## src/rtl/tmboc_corr_accum_if.sv

```systemverilog
// Bus bundle for the TMBOC early/prompt/late correlator.
//
// Carries the baseband samples, local code, PRN epoch markers, integration
// length and dump handshake into the correlator, and the six dumped sums plus
// the valid/overflow flags back out.
//
//   master : sample/code producer and dump consumer (drives rx_*)
//   slave  : the correlator itself (drives tx_*)
interface tmboc_corr_accum_if #(
   parameter int IQ_WIDTH  = 4,
   parameter int ACC_WIDTH = 24
);
   logic                        rx_corr_en;
   logic signed [IQ_WIDTH-1:0]  rx_i_data;
   logic signed [IQ_WIDTH-1:0]  rx_q_data;
   logic                        rx_loc_code;
   logic                        rx_prn_sop;
   logic                        rx_prn_eop;
   logic [4:0]                  rx_int_epochs;
   logic                        rx_dump_ack;
   logic signed [ACC_WIDTH-1:0] tx_ie;
   logic signed [ACC_WIDTH-1:0] tx_qe;
   logic signed [ACC_WIDTH-1:0] tx_ip;
   logic signed [ACC_WIDTH-1:0] tx_qp;
   logic signed [ACC_WIDTH-1:0] tx_il;
   logic signed [ACC_WIDTH-1:0] tx_ql;
   logic                        tx_dump_vld;
   logic                        tx_ovf;

   modport master (
      output rx_corr_en, rx_i_data, rx_q_data, rx_loc_code,
             rx_prn_sop, rx_prn_eop, rx_int_epochs, rx_dump_ack,
      input  tx_ie, tx_qe, tx_ip, tx_qp, tx_il, tx_ql, tx_dump_vld, tx_ovf
   );

   modport slave (
      input  rx_corr_en, rx_i_data, rx_q_data, rx_loc_code,
             rx_prn_sop, rx_prn_eop, rx_int_epochs, rx_dump_ack,
      output tx_ie, tx_qe, tx_ip, tx_qp, tx_il, tx_ql, tx_dump_vld, tx_ovf
   );
endinterface

```

## src/rtl/tmboc_corr_accum.sv

```systemverilog
// Early/prompt/late correlator with integrate-and-dump for the B1 TMBOC
// tracking channel.
//
// Ports:
//   rx_clk    single clock, one sample per cycle
//   rx_rst_n  asynchronous active-low reset
//   bus       tmboc_corr_accum_if.slave: samples, code, epoch markers,
//             integration length, dump handshake and the six dumped sums
//
// Build option: define TMBOC_CORR_SAT_EN to make accumulation and the dump
// sum saturate instead of wrapping. Port list is the same either way.
//
// Pipeline: code taps c[0]/c[D]/c[2D] and the D+1 deep data/marker delay
// line feed a registered product stage; accumulation runs one cycle after
// that, so a DUMP lands D+2 edges after the triggering eop is sampled.
//
// state    | meaning
// ---------+---------------------------------------------------------------
// ST_IDLE  | accumulators held at 0, waiting for an aligned sop with enable
// ST_INTEG | accumulating every sample; dump when the Nth eop arrives
module tmboc_corr_accum #(
   parameter int IQ_WIDTH    = 4,
   parameter int ACC_WIDTH   = 24,
   parameter int EPL_SPACING = 2
) (
   input  logic               rx_clk,
   input  logic               rx_rst_n,
   tmboc_corr_accum_if.slave  bus
);
   localparam int D  = EPL_SPACING;
   localparam int PW = IQ_WIDTH + 1;

   typedef enum logic {ST_IDLE, ST_INTEG} state_t;

   state_t                      state_q, state_d;
   logic [2*D:0]                code_q;
   logic [D:0][IQ_WIDTH-1:0]    i_dl_q, q_dl_q;
   logic [D:0]                  sop_dl_q, eop_dl_q;
   logic                        sop_p_q, eop_p_q;
   logic signed [PW-1:0]        prod_q [6];
   logic signed [ACC_WIDTH-1:0] acc_q [6], acc_d [6];
   logic signed [ACC_WIDTH-1:0] out_q [6], out_d [6];
   logic signed [ACC_WIDTH-1:0] sum_c [6];
   logic [4:0]                  cnt_q, cnt_d;
   logic [4:0]                  n_q, n_d;
   logic [4:0]                  n_in, n_eff;
   logic                        vld_q, vld_d;
   logic                        ovf_q, ovf_d;
   logic                        dump_c;
   logic signed [IQ_WIDTH-1:0]  i_a, q_a;

   assign i_a = $signed(i_dl_q[D]);
   assign q_a = $signed(q_dl_q[D]);

   // code bit 0 is +1, 1 is -1; widened first so that negating the most
   // negative sample cannot overflow
   function automatic logic signed [PW-1:0] apply_code(
      input logic signed [IQ_WIDTH-1:0] x, input logic c);
      logic signed [PW-1:0] xe;
      xe = {x[IQ_WIDTH-1], x};
      return c ? -xe : xe;
   endfunction

   function automatic logic signed [ACC_WIDTH-1:0] acc_add(
      input logic signed [ACC_WIDTH-1:0] a, input logic signed [PW-1:0] p);
`ifdef TMBOC_CORR_SAT_EN
      logic signed [ACC_WIDTH:0] s;
      s = (ACC_WIDTH+1)'(a) + (ACC_WIDTH+1)'(p);
      if (s[ACC_WIDTH] != s[ACC_WIDTH-1])
         return s[ACC_WIDTH] ? {1'b1, {(ACC_WIDTH-1){1'b0}}}
                             : {1'b0, {(ACC_WIDTH-1){1'b1}}};
      return s[ACC_WIDTH-1:0];
`else
      return a + ACC_WIDTH'(p);
`endif
   endfunction

   // 0 epochs behaves as 1
   assign n_in  = (bus.rx_int_epochs == 5'd0) ? 5'd1 : bus.rx_int_epochs;
   // the epoch length is taken fresh on the sample that opens an integration
   assign n_eff = (state_q == ST_IDLE) ? n_in : n_q;

   always_comb begin
      state_d = state_q;
      cnt_d   = cnt_q;
      n_d     = n_q;
      vld_d   = vld_q;
      ovf_d   = ovf_q;
      dump_c  = 1'b0;
      for (int k = 0; k < 6; k++) begin
         acc_d[k] = acc_q[k];
         out_d[k] = out_q[k];
         sum_c[k] = acc_add(acc_q[k], prod_q[k]);
      end

      if (!bus.rx_corr_en) begin
         state_d = ST_IDLE;
         cnt_d   = '0;
         for (int k = 0; k < 6; k++) acc_d[k] = '0;
      end else begin
         case (state_q)
            ST_IDLE: begin
               if (sop_p_q) begin
                  state_d = ST_INTEG;
                  n_d     = n_in;
                  dump_c  = eop_p_q && (cnt_q == n_eff - 5'd1);
               end
            end
            ST_INTEG: begin
               dump_c = eop_p_q && (cnt_q == n_eff - 5'd1);
            end
            default: state_d = ST_IDLE;
         endcase

         if (state_d == ST_INTEG) begin
            if (dump_c) begin
               cnt_d = '0;
               n_d   = n_in;
               for (int k = 0; k < 6; k++) begin
                  out_d[k] = sum_c[k];
                  acc_d[k] = '0;
               end
            end else begin
               if (eop_p_q) cnt_d = cnt_q + 5'd1;
               for (int k = 0; k < 6; k++) acc_d[k] = sum_c[k];
            end
         end
      end

      if (dump_c) begin
         vld_d = 1'b1;
         if (vld_q && !bus.rx_dump_ack) ovf_d = 1'b1;
      end else if (bus.rx_dump_ack) begin
         vld_d = 1'b0;
      end
   end

   always_ff @(posedge rx_clk or negedge rx_rst_n) begin
      if (!rx_rst_n) begin
         state_q  <= ST_IDLE;
         code_q   <= '0;
         i_dl_q   <= '0;
         q_dl_q   <= '0;
         sop_dl_q <= '0;
         eop_dl_q <= '0;
         sop_p_q  <= 1'b0;
         eop_p_q  <= 1'b0;
         cnt_q    <= '0;
         n_q      <= 5'd1;
         vld_q    <= 1'b0;
         ovf_q    <= 1'b0;
         for (int k = 0; k < 6; k++) begin
            prod_q[k] <= '0;
            acc_q[k]  <= '0;
            out_q[k]  <= '0;
         end
      end else begin
         state_q  <= state_d;
         code_q   <= {code_q[2*D-1:0], bus.rx_loc_code};
         i_dl_q   <= {i_dl_q[D-1:0], bus.rx_i_data};
         q_dl_q   <= {q_dl_q[D-1:0], bus.rx_q_data};
         sop_dl_q <= {sop_dl_q[D-1:0], bus.rx_prn_sop};
         eop_dl_q <= {eop_dl_q[D-1:0], bus.rx_prn_eop};
         sop_p_q  <= sop_dl_q[D];
         eop_p_q  <= eop_dl_q[D];
         prod_q[0] <= apply_code(i_a, code_q[0]);
         prod_q[1] <= apply_code(q_a, code_q[0]);
         prod_q[2] <= apply_code(i_a, code_q[D]);
         prod_q[3] <= apply_code(q_a, code_q[D]);
         prod_q[4] <= apply_code(i_a, code_q[2*D]);
         prod_q[5] <= apply_code(q_a, code_q[2*D]);
         cnt_q    <= cnt_d;
         n_q      <= n_d;
         vld_q    <= vld_d;
         ovf_q    <= ovf_d;
         for (int k = 0; k < 6; k++) begin
            acc_q[k] <= acc_d[k];
            out_q[k] <= out_d[k];
         end
      end
   end

   assign bus.tx_ie       = out_q[0];
   assign bus.tx_qe       = out_q[1];
   assign bus.tx_ip       = out_q[2];
   assign bus.tx_qp       = out_q[3];
   assign bus.tx_il       = out_q[4];
   assign bus.tx_ql       = out_q[5];
   assign bus.tx_dump_vld = vld_q;
   assign bus.tx_ovf      = ovf_q;
endmodule

```

## src/flat_wrapper.sv

```systemverilog
// flat-port wrapper written by rule: the top's interface ports become plain ports
module tmboc_corr_accum_flat 
#(
   parameter int IQ_WIDTH    = 4,
   parameter int ACC_WIDTH   = 24,
   parameter int EPL_SPACING = 2
)
  (rx_clk, rx_rst_n, bus_rx_corr_en, bus_rx_i_data, bus_rx_q_data, bus_rx_loc_code, bus_rx_prn_sop, bus_rx_prn_eop, bus_rx_int_epochs, bus_rx_dump_ack, bus_tx_ie, bus_tx_qe, bus_tx_ip, bus_tx_qp, bus_tx_il, bus_tx_ql, bus_tx_dump_vld, bus_tx_ovf);
  tmboc_corr_accum_if #(.IQ_WIDTH(IQ_WIDTH), .ACC_WIDTH(ACC_WIDTH)) bus_i ();
  input  logic rx_clk;
  input  logic rx_rst_n;
  input wire logic [$bits(bus_i.rx_corr_en)-1:0] bus_rx_corr_en;
  input wire logic [$bits(bus_i.rx_i_data)-1:0] bus_rx_i_data;
  input wire logic [$bits(bus_i.rx_q_data)-1:0] bus_rx_q_data;
  input wire logic [$bits(bus_i.rx_loc_code)-1:0] bus_rx_loc_code;
  input wire logic [$bits(bus_i.rx_prn_sop)-1:0] bus_rx_prn_sop;
  input wire logic [$bits(bus_i.rx_prn_eop)-1:0] bus_rx_prn_eop;
  input wire logic [$bits(bus_i.rx_int_epochs)-1:0] bus_rx_int_epochs;
  input wire logic [$bits(bus_i.rx_dump_ack)-1:0] bus_rx_dump_ack;
  output wire logic [$bits(bus_i.tx_ie)-1:0] bus_tx_ie;
  output wire logic [$bits(bus_i.tx_qe)-1:0] bus_tx_qe;
  output wire logic [$bits(bus_i.tx_ip)-1:0] bus_tx_ip;
  output wire logic [$bits(bus_i.tx_qp)-1:0] bus_tx_qp;
  output wire logic [$bits(bus_i.tx_il)-1:0] bus_tx_il;
  output wire logic [$bits(bus_i.tx_ql)-1:0] bus_tx_ql;
  output wire logic [$bits(bus_i.tx_dump_vld)-1:0] bus_tx_dump_vld;
  output wire logic [$bits(bus_i.tx_ovf)-1:0] bus_tx_ovf;
  assign bus_i.rx_corr_en = bus_rx_corr_en;
  assign bus_i.rx_i_data = bus_rx_i_data;
  assign bus_i.rx_q_data = bus_rx_q_data;
  assign bus_i.rx_loc_code = bus_rx_loc_code;
  assign bus_i.rx_prn_sop = bus_rx_prn_sop;
  assign bus_i.rx_prn_eop = bus_rx_prn_eop;
  assign bus_i.rx_int_epochs = bus_rx_int_epochs;
  assign bus_i.rx_dump_ack = bus_rx_dump_ack;
  assign bus_tx_ie = bus_i.tx_ie;
  assign bus_tx_qe = bus_i.tx_qe;
  assign bus_tx_ip = bus_i.tx_ip;
  assign bus_tx_qp = bus_i.tx_qp;
  assign bus_tx_il = bus_i.tx_il;
  assign bus_tx_ql = bus_i.tx_ql;
  assign bus_tx_dump_vld = bus_i.tx_dump_vld;
  assign bus_tx_ovf = bus_i.tx_ovf;
  tmboc_corr_accum #(.IQ_WIDTH(IQ_WIDTH), .ACC_WIDTH(ACC_WIDTH), .EPL_SPACING(EPL_SPACING)) u_core (.rx_clk(rx_clk), .rx_rst_n(rx_rst_n), .bus(bus_i));
endmodule
```

## config.mk

```make
export PLATFORM = sky130hd
export DESIGN_NAME = tmboc_corr_accum_flat
export DESIGN_NICKNAME = d
export VERILOG_FILES = /design/src/rtl/tmboc_corr_accum_if.sv /design/src/rtl/tmboc_corr_accum.sv /design/src/flat_wrapper.sv
export SDC_FILE = /design/constraint.sdc
export NUM_CORES = 1
export LEC_CHECK = 0
export BUFFER_PORTS_ARGS = -buffer_cell sky130_fd_sc_hd__buf_4
export CORE_MARGIN = 10
export CORE_UTILIZATION = 55
export CTS_CLUSTER_SIZE = 25
export DETAILED_ROUTE_END_ITERATION = 8
export PLACE_DENSITY = 0.79
export SLEW_MARGIN = 20
export SYNTH_ARGS = -nofsm -noshare
export SYNTH_HDL_FRONTEND = slang
export SYNTH_SLANG_ARGS = --single-unit
```

## constraint.sdc

```tcl
create_clock -name rx_clk -period 6.3 [get_ports rx_clk]
set_input_delay 0.63 -clock rx_clk [delete_from_list [all_inputs] [get_ports rx_clk]]
set_output_delay 0.63 -clock rx_clk [all_outputs]
set_load 0.005 [all_outputs]
```

==> metrics.md <==
| Metric | Value |
|---|---|
| Status | `finished clean` |
| Total grt overflow | `0` |
| Antenna fix cells | `0` |
| Fill cells | `2754` |
| Peak VDD IR | `0.000304 V` |
| First-pass GRT wire length | `74100 um` |
| Setup TNS | `0 ns` |
| FFs w/ async S/R, synth | `100%` |
| Leak | `11.3 nW` |
| Initial DRC Count | `819` |
| Wire per inst | `18.4 um` |
| Die area | `43700 um^2` |
| # IOs | `166` |
| CTS H-Tree Depth | `2` |
| Synth Area per Inst | `11.2 um^2` |
| Fmax | `0.271 GHz` |
| Area of the multi-input gates | `10100 um^2` |
| Worst path bufs/invs | `1` |
| CP top delay family | `buffers and inverters` |
| CTS Hold Bufs | `0` |
| Required @ worst endpoint | `6.73 ns` |
| Final ANT Viol Nets | `0` |
| Total power | `0.00986 W` |
| Layout net count | `2068` |
| Root Driver | `clkbuf_16` |
| GPL Wtd Cong | `0.881` |
| Vias per Instance | `5.87` |
| CTS Buf Count | `41` |
| Register area | `9110 um^2` |
| Synth area leader | `dfrtp_1` |
| Clk slew on worst S/H paths | `0.06 ns` |
| Final Hold Viols | `0` |
| Proportion of layout cells with a drive suffix above 1 | `20.9%` |
| Initial antenna violation count | `0` |
| Site Rows | `69` |
| Area delta synth->final | `15.6%` |
| Largest net degree at the start of global routing | `136` |
| Syn nets | `1914` |
| Vias in the first global route | `14.5k` |
| RSZ-0062 raised after global routing | `no` |
| Dpl hpwl | `30100 um` |
| Final min period | `3.69 ns` |
| Power Dens Cells | `434 nW/um^2` |
| CP arrival | `4.13 ns` |
| # port buffers | `165` |
| # resized after CTS | `0` |
| Ranking of synthesized cells by area | `dfrtp_1 (46%), ha_1 (9.0%), mux2_2 (5.7%)` |
| Crit path max fanout | `97` |
| All-Layer GR Usage | `20.1%` |
| Fin crit share | `58.6%` |
| Clock Skew | `0.0136 ns` |
| Die width | `209 um` |
| CP startpoint kind | `flip-flop` |
| Post-synthesis sequential area ratio | `46.4%` |
| Slowest library cell on the worst path | `buf_4` |
| Yosys cell types | `68` |
| Die Y | `209 um` |
| Worst slew pin tran | `1.06 ns` |
| Wire length after detailed routing | `44200 um` |
| Max-Cap Viols | `0` |
| Via count | `14.1k` |
| Share of the synthesized area in the top cell type | `46.3%` |
| Clk Latency, worst-skew pair | `0.56 ns` |
| Setup violators final | `0` |
| Drt drc | `0` |
| Core region area | `35400 um^2` |
| Synth Warn # | `0` |
| Synthesized cell area | `19600 um^2` |
| CP max stage delay | `0.82 ns` |
| Cells after synthesis | `1747` |
| Starting Density | `55.5%` |
| EDFF count, synth | `0` |
| Ys flop type | `dfrtp_1` |
| First drt pass iteration count | `5` |
| Crit-path cells | `mux2i_1 -> xnor2_1 -> and3_1 -> o211a_1 -> o21a_4 -> nand2_8 -> buf_4 -> mux2_2` |
| Worst min-delay path category | `in2async` |
| CTS tree | `built` |
| Critical path endpoint category | `flip-flop` |
| Yosys reg bits | `364` |
| Maximum clock path buffer count | `3` |
| Rel. slew slack | `29.4%` |
| CTS sink cnt | `364` |
| Setup bufs post-CTS | `0` |
| Fin. max-slew vios | `0` |
| Critical path class | `reg2reg` |
cell usage after synthesis, drive strengths merged (3+ instances only):
cell type and count:
a211o 5, a211oi 12, a21boi 4, a21o 37, a21oi 119, a22o 127
a311oi 4, a31o 5, a31oi 16, a41oi 4, and2 4, and3 14
buf 31, clkbuf 30, dfrtp 363, fa 6, ha 141, inv 39
mux2 131, mux2i 8, nand2 103, nand2b 26, nand3 38, nand4 15
nor2 67, nor2b 12, nor3 19, nor4 3, o211a 4, o211ai 7
o21a 22, o21ai 92, o21ba 3, o21bai 22, o22ai 4, o311ai 9
o31a 5, o31ai 3, or2 14, or3 5, xnor2 112, xor2 41
cells by family (layout without fill, tap and decap cells):
family | count (synthesis) | count (layout) | share of synthesized area, %
AO/OA/AOI/OAI | 517 | 517 | 18.3
flip-flops | 364 | 364 | 46.4
AND/OR/NAND/NOR | 327 | 327 | 8.06
XOR/XNOR | 153 | 153 | 6.82
adder cells (fa/ha/maj) | 147 | 147 | 9.59
multiplexers | 139 | 139 | 8.53
buffers and inverters | 100 | 287 | 2.33
final timing paths:
check                              startpoint                   end  slack (ns)  cells after the start
max in group asynchronous            rx_rst_n  u_core.bus.tx_il[20]        4.69                      2
hold reg to reg            u_core.sop_dl_q[2]        u_core.sop_p_q        0.35                      0
min in group rx_clk          bus_rx_i_data[1]      u_core.i_dl_q[1]        0.18                      1
setup / recovery               u_core.state_q  u_core.bus.tx_ql[16]        2.61                      8
setup reg to reg               u_core.state_q  u_core.bus.tx_ql[16]        2.61                      8
hold / removal                       rx_rst_n     u_core.acc_q[110]        0.13                      1
per-stage QoR:
stage,instances,hold WS (ns),util [%],instance area (um^2),worst slack [ns]
final,2395,0.135,64.1,22700,2.61
after global routing,2395,0.152,64.1,22700,2.40
after CTS,2395,0.147,64.1,22700,2.59
after detailed placement,2319,0.335,60.0,21300,2.38
after global placement,2319,0.332,60.0,21300,2.48
after floorplan,1747,0.331,-,19600,3.33
per-layer routing:
metal  vias up  global-route usage [%]  wire, um
met3        71                    3.16      1720
met4         0                    7.57      1270
li1       6748                       -         -
met5         -                       0         0
met2       278                    33.8     21500
met1      6953                    25.7     19700
state kept, by name, summed over array words and instances, names as in the netlist, 4 cells and up:
| signal | flops |
|---|---|
| u_core.q_a | 4 |
| u_core.i_dl_q | 8 |
| u_core.bus.tx_ie | 24 |
| u_core.i_a | 4 |
| u_core.bus.tx_ql | 24 |
| u_core.bus.tx_ip | 24 |
| u_core.q_dl_q | 8 |
| u_core.bus.tx_qe | 24 |
| u_core.code_q | 5 |
| u_core.bus.tx_il | 24 |
| u_core.prod_q | 26 |
| u_core.cnt_q | 5 |
| u_core.n_q | 5 |
| u_core.bus.tx_qp | 24 |
| u_core.acc_q | 144 |
placed cells by master (no fill, tap or decap), types with 7 or more instances in the layout:
cell type  instances
a211oi_1          11
a21o_1            37
a21oi_1          119
a22o_1           127
a31oi_1           16
and3_1            14
buf_4            169
clkbuf_16         43
clkinv_2           9
dfrtp_1          363
ha_1             141
inv_1             39
mux2_2            99
mux2_4            32
mux2i_1            8
nand2_1          102
nand2b_1          26
nand3_1           38
nand4_1           15
nor2_1            66
nor2b_1           12
nor3_1            19
o211ai_1           7
o21a_1            21
o21ai_0           91
o21bai_1          22
or2_2             13
xnor2_1          112
xor2_1            41
report_power, final:
group / switching [W] / total, W / internal (W)
Sequential: 0.000473 / 0.00349 / 0.00302
Clock: 0.000983 / 0.00254 / 0.00156
Combinational: 0.00189 / 0.00383 / 0.00194
Total: 0.00334 / 0.00986 / 0.00652
final cells by class:
type | instances | share of cell area [%]
clock buffers | 53 | 5.13
well taps | 461 | 2.54
flip-flops and latches | 364 | 40.1
inverters | 39 | 0.645
multi-input cells | 1283 | 44.5
clock inverters | 23 | 1.28
repair buffers | 172 | 5.83
Note: power is estimated with default switching activity, not from simulation.
